## src/rtl/seg7_encoder_if.sv

```systemverilog
// Segment-tap bus: raw active-low segments in, recovered code report out under valid/ready.
interface seg7_encoder_if;
  logic [6:0] SegIn;
  logic [3:0] Code;
  logic       Err;
  logic       Valid;
  logic       Ready;
  logic       Overrun;

  modport master (
    input  SegIn,
    input  Ready,
    output Code,
    output Err,
    output Valid,
    output Overrun
  );

  modport slave (
    output SegIn,
    output Ready,
    input  Code,
    input  Err,
    input  Valid,
    input  Overrun
  );
endinterface

```

## src/rtl/seg7_encoder.sv

```systemverilog
// Recovers the 4-bit symbol from an active-low 7-segment bus; reports each new stable pattern once.
// Valid rises 1+STABLE_CYCLES edges after the first sampling edge of a held pattern; Ready consumes it.
module seg7_encoder #(
  parameter int STABLE_CYCLES = 4,
  parameter int CNT_W         = 8
) (
  input  logic           Clock,
  input  logic           Resetn,
  seg7_encoder_if.master bus
);

  localparam logic [0:0] IDLE = 1'b0;
  localparam logic [0:0] PEND = 1'b1;

  localparam logic [CNT_W-1:0] CNT_MAX = CNT_W'(STABLE_CYCLES);
  localparam logic [CNT_W-1:0] CNT_PRE = CNT_W'(STABLE_CYCLES - 1);

  logic [6:0]       s1;
  logic [6:0]       s2;
  logic [6:0]       last;
  logic [CNT_W-1:0] cnt;
  logic [0:0]       state;
  logic [3:0]       code_q;
  logic             err_q;
  logic             ovr_q;

  logic             accept;
  logic [6:0]       lit;
  logic [3:0]       enc_code;
  logic             enc_err;

  // s1 != s2 means s2 changes at this edge, so the counter restarts with it.
  always_ff @(posedge Clock or negedge Resetn) begin
    if (!Resetn) begin
      s1  <= 7'h7F;
      s2  <= 7'h7F;
      cnt <= '0;
    end else begin
      s1 <= bus.SegIn;
      s2 <= s1;
      if (s1 != s2) begin
        cnt <= '0;
      end else if (cnt != CNT_MAX) begin
        cnt <= cnt + 1'b1;
      end
    end
  end

  // Fires on the edge where the counter steps to STABLE_CYCLES with s2 held.
  assign accept = (cnt == CNT_PRE) && (s1 == s2) && (s2 != last);

  always_comb begin
    lit      = ~s2;
    enc_code = 4'hE;
    enc_err  = 1'b1;
    case (lit)
      7'b0111111: begin enc_code = 4'h0; enc_err = 1'b0; end
      7'b0000110: begin enc_code = 4'h1; enc_err = 1'b0; end
      7'b1011011: begin enc_code = 4'h2; enc_err = 1'b0; end
      7'b1001111: begin enc_code = 4'h3; enc_err = 1'b0; end
      7'b1100110: begin enc_code = 4'h4; enc_err = 1'b0; end
      7'b1101101: begin enc_code = 4'h5; enc_err = 1'b0; end
      7'b1111101: begin enc_code = 4'h6; enc_err = 1'b0; end
      7'b0000111: begin enc_code = 4'h7; enc_err = 1'b0; end
      7'b1111111: begin enc_code = 4'h8; enc_err = 1'b0; end
      7'b1101111: begin enc_code = 4'h9; enc_err = 1'b0; end
      7'b1110001: begin enc_code = 4'hA; enc_err = 1'b0; end
      7'b0111110: begin enc_code = 4'hB; enc_err = 1'b0; end
      7'b0111001: begin enc_code = 4'hC; enc_err = 1'b0; end
      7'b0000000: begin enc_code = 4'hF; enc_err = 1'b0; end
      default:    begin enc_code = 4'hE; enc_err = 1'b1; end
    endcase
  end

  // A dropped report still updates last so the same pattern is not re-reported later.
  always_ff @(posedge Clock or negedge Resetn) begin
    if (!Resetn) begin
      state  <= IDLE;
      code_q <= 4'hF;
      err_q  <= 1'b0;
      ovr_q  <= 1'b0;
      last   <= 7'h7F;
    end else begin
      if (accept) begin
        last <= s2;
        if (state == IDLE || bus.Ready) begin
          state  <= PEND;
          code_q <= enc_code;
          err_q  <= enc_err;
        end else begin
          ovr_q <= 1'b1;
        end
      end else if (state == PEND && bus.Ready) begin
        state <= IDLE;
      end
    end
  end

  assign bus.Code    = code_q;
  assign bus.Err     = err_q;
  assign bus.Valid   = (state == PEND);
  assign bus.Overrun = ovr_q;

endmodule
```

## src/flat_wrapper.sv

```systemverilog
// flat-port wrapper written by rule: the top's interface ports become plain ports
module seg7_encoder_flat 
#(
  parameter int STABLE_CYCLES = 4,
  parameter int CNT_W         = 8
)
  (Clock, Resetn, bus_SegIn, bus_Ready, bus_Code, bus_Err, bus_Valid, bus_Overrun);
  seg7_encoder_if bus_i ();
  input  logic Clock;
  input  logic Resetn;
  input wire logic [$bits(bus_i.SegIn)-1:0] bus_SegIn;
  input wire logic [$bits(bus_i.Ready)-1:0] bus_Ready;
  output wire logic [$bits(bus_i.Code)-1:0] bus_Code;
  output wire logic [$bits(bus_i.Err)-1:0] bus_Err;
  output wire logic [$bits(bus_i.Valid)-1:0] bus_Valid;
  output wire logic [$bits(bus_i.Overrun)-1:0] bus_Overrun;
  assign bus_i.SegIn = bus_SegIn;
  assign bus_i.Ready = bus_Ready;
  assign bus_Code = bus_i.Code;
  assign bus_Err = bus_i.Err;
  assign bus_Valid = bus_i.Valid;
  assign bus_Overrun = bus_i.Overrun;
  seg7_encoder #(.STABLE_CYCLES(STABLE_CYCLES), .CNT_W(CNT_W)) u_core (.Clock(Clock), .Resetn(Resetn), .bus(bus_i));
endmodule
```

## config.mk

```make
export PLATFORM = sky130hd
export DESIGN_NAME = seg7_encoder_flat
export DESIGN_NICKNAME = d
export VERILOG_FILES = /design/src/rtl/seg7_encoder_if.sv /design/src/rtl/seg7_encoder.sv /design/src/flat_wrapper.sv
export SDC_FILE = /design/constraint.sdc
export NUM_CORES = 1
export LEC_CHECK = 0
export CAP_MARGIN = 20
export CORE_MARGIN = 5
export CORE_UTILIZATION = 56
export DETAILED_ROUTE_END_ITERATION = 12
export PLACE_DENSITY = 0.86
export SLEW_MARGIN = 40
export SYNTH_ARGS = -nofsm -noshare
export SYNTH_HDL_FRONTEND = slang
export SYNTH_SLANG_ARGS = --single-unit
```

## constraint.sdc

```tcl
create_clock -name Clock -period 2.65 [get_ports Clock]
set_input_delay 0.265 -clock Clock [delete_from_list [all_inputs] [get_ports Clock]]
set_output_delay 0.265 -clock Clock [all_outputs]
set_load 0.005 [all_outputs]
```

==> reports/qor.yml <==
pwr:
  pwr-share-clk_pct: 30.9
  swShare_pct: 23.2
  vdd_drop_max_v: 0.000352
  p_leak_uw: 0.000812
  internal_power_uw: 736
  finalPower_uw: 959
  power_frac_comb_pct: 7.7
  power_switching_uw: 223
  power_density_mw_per_mm2: 465
  seq_power_share_pct: 61.3
timing:
  setup_viol: 0
  max_freq_mhz: 421
  slew_violations: 0
  maxSlewHeadroom_pct: 45.5
  fin_tns_setup_ns: 0
  finalClockSkew_ns: 0.00476
  hold_viol: 0
  fin_ws_ns: 0.277
  worst-slew-pin-transition_ns: 0.810
  min_period_ns: 2.37
  period_share_pct: 89.5
  grt_setup_unrepaired: "no"
route:
  via_per_inst: 5.55
  routed-via-count: 1243
  wl_per_cell_um: 14.4
  drt_wl_total_um: 3220
  post-route-drc-count: 0
  ant_nets: 0
  first_iter_violations: 227
  dr.pass1.iters: 4
critical_path:
  cp.required_ns: 2.92
  worstSetupPathType: "flop to flop"
  cp-end-kind: "flop"
  critPathMaxFanout: 14
  start_kind: "flop"
  crit_arrival_ns: 2.64
  reg2reg_depth: 7
synth:
  synth-simple-area-share_pct: 22.9
  async_reset_ff_share_pct: 100
  synth_xor_area_share_pct: 9.82
  syn-num-nets: 171
  syn_area_mm2: 0.00178
  synth_cell_types: 40
  synth-compound-area-share_pct: 5.12
  synth_top_family_by_area: "simple AND/OR/NAND/NOR gates"
  synth-seq-cells: 36
  synth_area_per_cell_um2: 11.2
  synth-edff-count: 0
  synthCells: 159
  ys_seq_area_share_pct: 52.3
  muxShareOfSynthArea_pct: 5.82
  yosysWarnings: 0
  synthAdderAreaFrac_pct: 1.40
  synthFlopType: "dfstp_2"
clock_network:
  cts_tree: "yes"
  cts-root-buf: "clkbuf_4"
  htree_levels: 2
  cts-resized-gates: 0
  holdBufCountCts: 0
  clockBufferDepth: 2
  clock-sinks: 36
  cts_made_buffers: 5
  clkTransAtPathRegs_ns: 0.10
  clk_latency_ns: 0.33
  cts_setup_buffers: 0
cells_and_area:
  mostFrequentLayoutCells: "dfstp_2, clkdlybuf4s50_1, nor2_1"
  drive_gt1_share_pct: 26.7
  syn_to_final_growth_pct: 15.7
  n_antenna_cell: 0
  nets: 191
  layout_commonest_cell: "dfstp_2"
  finalInstanceArea_mm2: 0.00206
global_routing:
  use_met3_pct: 5.27
  groute.usage.overall_pct: 17.8
  grt_max_degree: 37
  grtUsageMet1_pct: 22.1
  grt_busiest_layer: "met2"
  grt_pass1_wl_um: 5930
  grt_antenna_before_repair: 0
  met2_usage_pct: 30.4
  grt_pass1_vias: 1268
  grt_overflow_total: 0
floorplan:
  core_mm2: 0.00305
  io_pins: 17
  die_x_um: 66.4
  rows: 20
  die_y_um: 66.4
  dieArea_mm2: 0.00441
  start_util_pct: 58.4
status:
  status: "completed"
placement:
  place_area_mm2: 0.00200
  globalplace.congestion: 0.836
  numPortBuffers: 16
  place_ws_ns: 0.287
  hpwl_um: 2360
worst_hold_path:
  hold_depth: 1
  hold_path.class: "input port to flop"
flow_run:
  maxCapViolCount: 0
-- cells by family (layout without fill, tap and decap cells) --
group                      count (synthesis)  in the layout
muxes                                      9              9
DFF                                       36             36
AOI/OAI and AO/OA                         15             15
adders and majority gates                  2              2
and+or+nand+nor                           65             65
xor gates and xnor gates                  20             20
buffers and inverters                     12             33
-- final timing paths --
check                                        from                             end  slack (ns)
setup / recovery           u_core.s2[3]$_DFF_PN1_  u_core.bus.Code[1]$_DFFE_PN1P_        0.28
hold / removal                       bus_SegIn[4]          u_core.s1[4]$_DFF_PN1_        0.33
setup reg to reg           u_core.s2[3]$_DFF_PN1_  u_core.bus.Code[1]$_DFFE_PN1P_        0.28
hold reg to reg            u_core.s1[0]$_DFF_PN1_          u_core.s2[0]$_DFF_PN1_        0.37
max in group asynchronous                  Resetn      u_core.last[0]$_DFFE_PN1P_        1.98
min in group asynchronous                  Resetn       u_core.cnt[0]$_DFFE_PN0P_        0.34
-- critical path, stage by stage (launching register included) --
cell and delay [ns]:
dfstp_2 0.68, xor2_1 0.14, nor4_4 0.35, nand4_4 0.25
nor4_4 0.47, buf_4 0.21, o211ai_1 0.09, o21a_1 0.13
-- cell usage after synthesis, drive strengths merged, types with 2 or more instances --
cell,n,share of area (%)
dfrtp,11,15
o21a,2,0.84
nand4,4,2.2
or2,2,0.70
ha,2,1.4
nor3,6,2.3
o21ai,3,0.84
nor3b,2,0.84
xor2,12,5.9
nor4,9,4.8
or3,3,1.1
dfstp,25,37
nor2,15,3.2
inv,4,0.84
nand3,8,2.2
and3,3,1.1
o211ai,2,0.84
a21oi,5,1.4
xnor2,8,3.9
clkbuf,7,1.5
mux2,8,5.3
nand2,6,1.3
-- metal layers --
layer / part of all wire, % / wire length (µm)
met3: 5.1 / 163
met5: 0 / 0
met2: 54 / 1740
met4: 0.78 / 25
met1: 40 / 1300
-- power by group through the flow --
| stage | registers [µW] | clock network [µW] | logic, µW |
|---|---|---|---|
| finish | 588 | 297 | 74.1 |
| global route | 591 | 341 | 82.2 |
| CTS | 588 | 306 | 75.5 |
| detailed placement | 597 | 0 | 75.0 |
| global placement | 596 | 0 | 72.8 |
| floorplan | 588 | 0 | 47.0 |
-- final cells by class --
cell class,instances,area [µm²]
inverters,4,15.0
fillers,246,990
flip-flops and latches,36,932
repair buffers,21,198
well taps,44,55.1
clock buffers,8,58.8
multi-input cells,111,805
-- registers in the layout (all words and copies together) (netlist names) --
name	count
u_core.bus.Overrun	1
u_core.s1	7
u_core.bus.Valid	1
u_core.s2	7
u_core.bus.Code	4
u_core.bus.Err	1
u_core.last	7
u_core.cnt	8
-- stage by stage --
| step | hold slack [ns] | cells | util [%] |
|---|---|---|---|
| 2_1_floorplan | -0.0306 | 159 | - |
| 3_3_place_gp | 0.361 | 216 | 65.7 |
| 3_5_place_dp | 0.363 | 216 | 65.7 |
| 4_1_cts | 0.317 | 224 | 67.6 |
| 5_1_grt | 0.313 | 224 | 67.6 |
| 6_report | 0.332 | 224 | 67.6 |
Power figures use the tool's default switching activity.
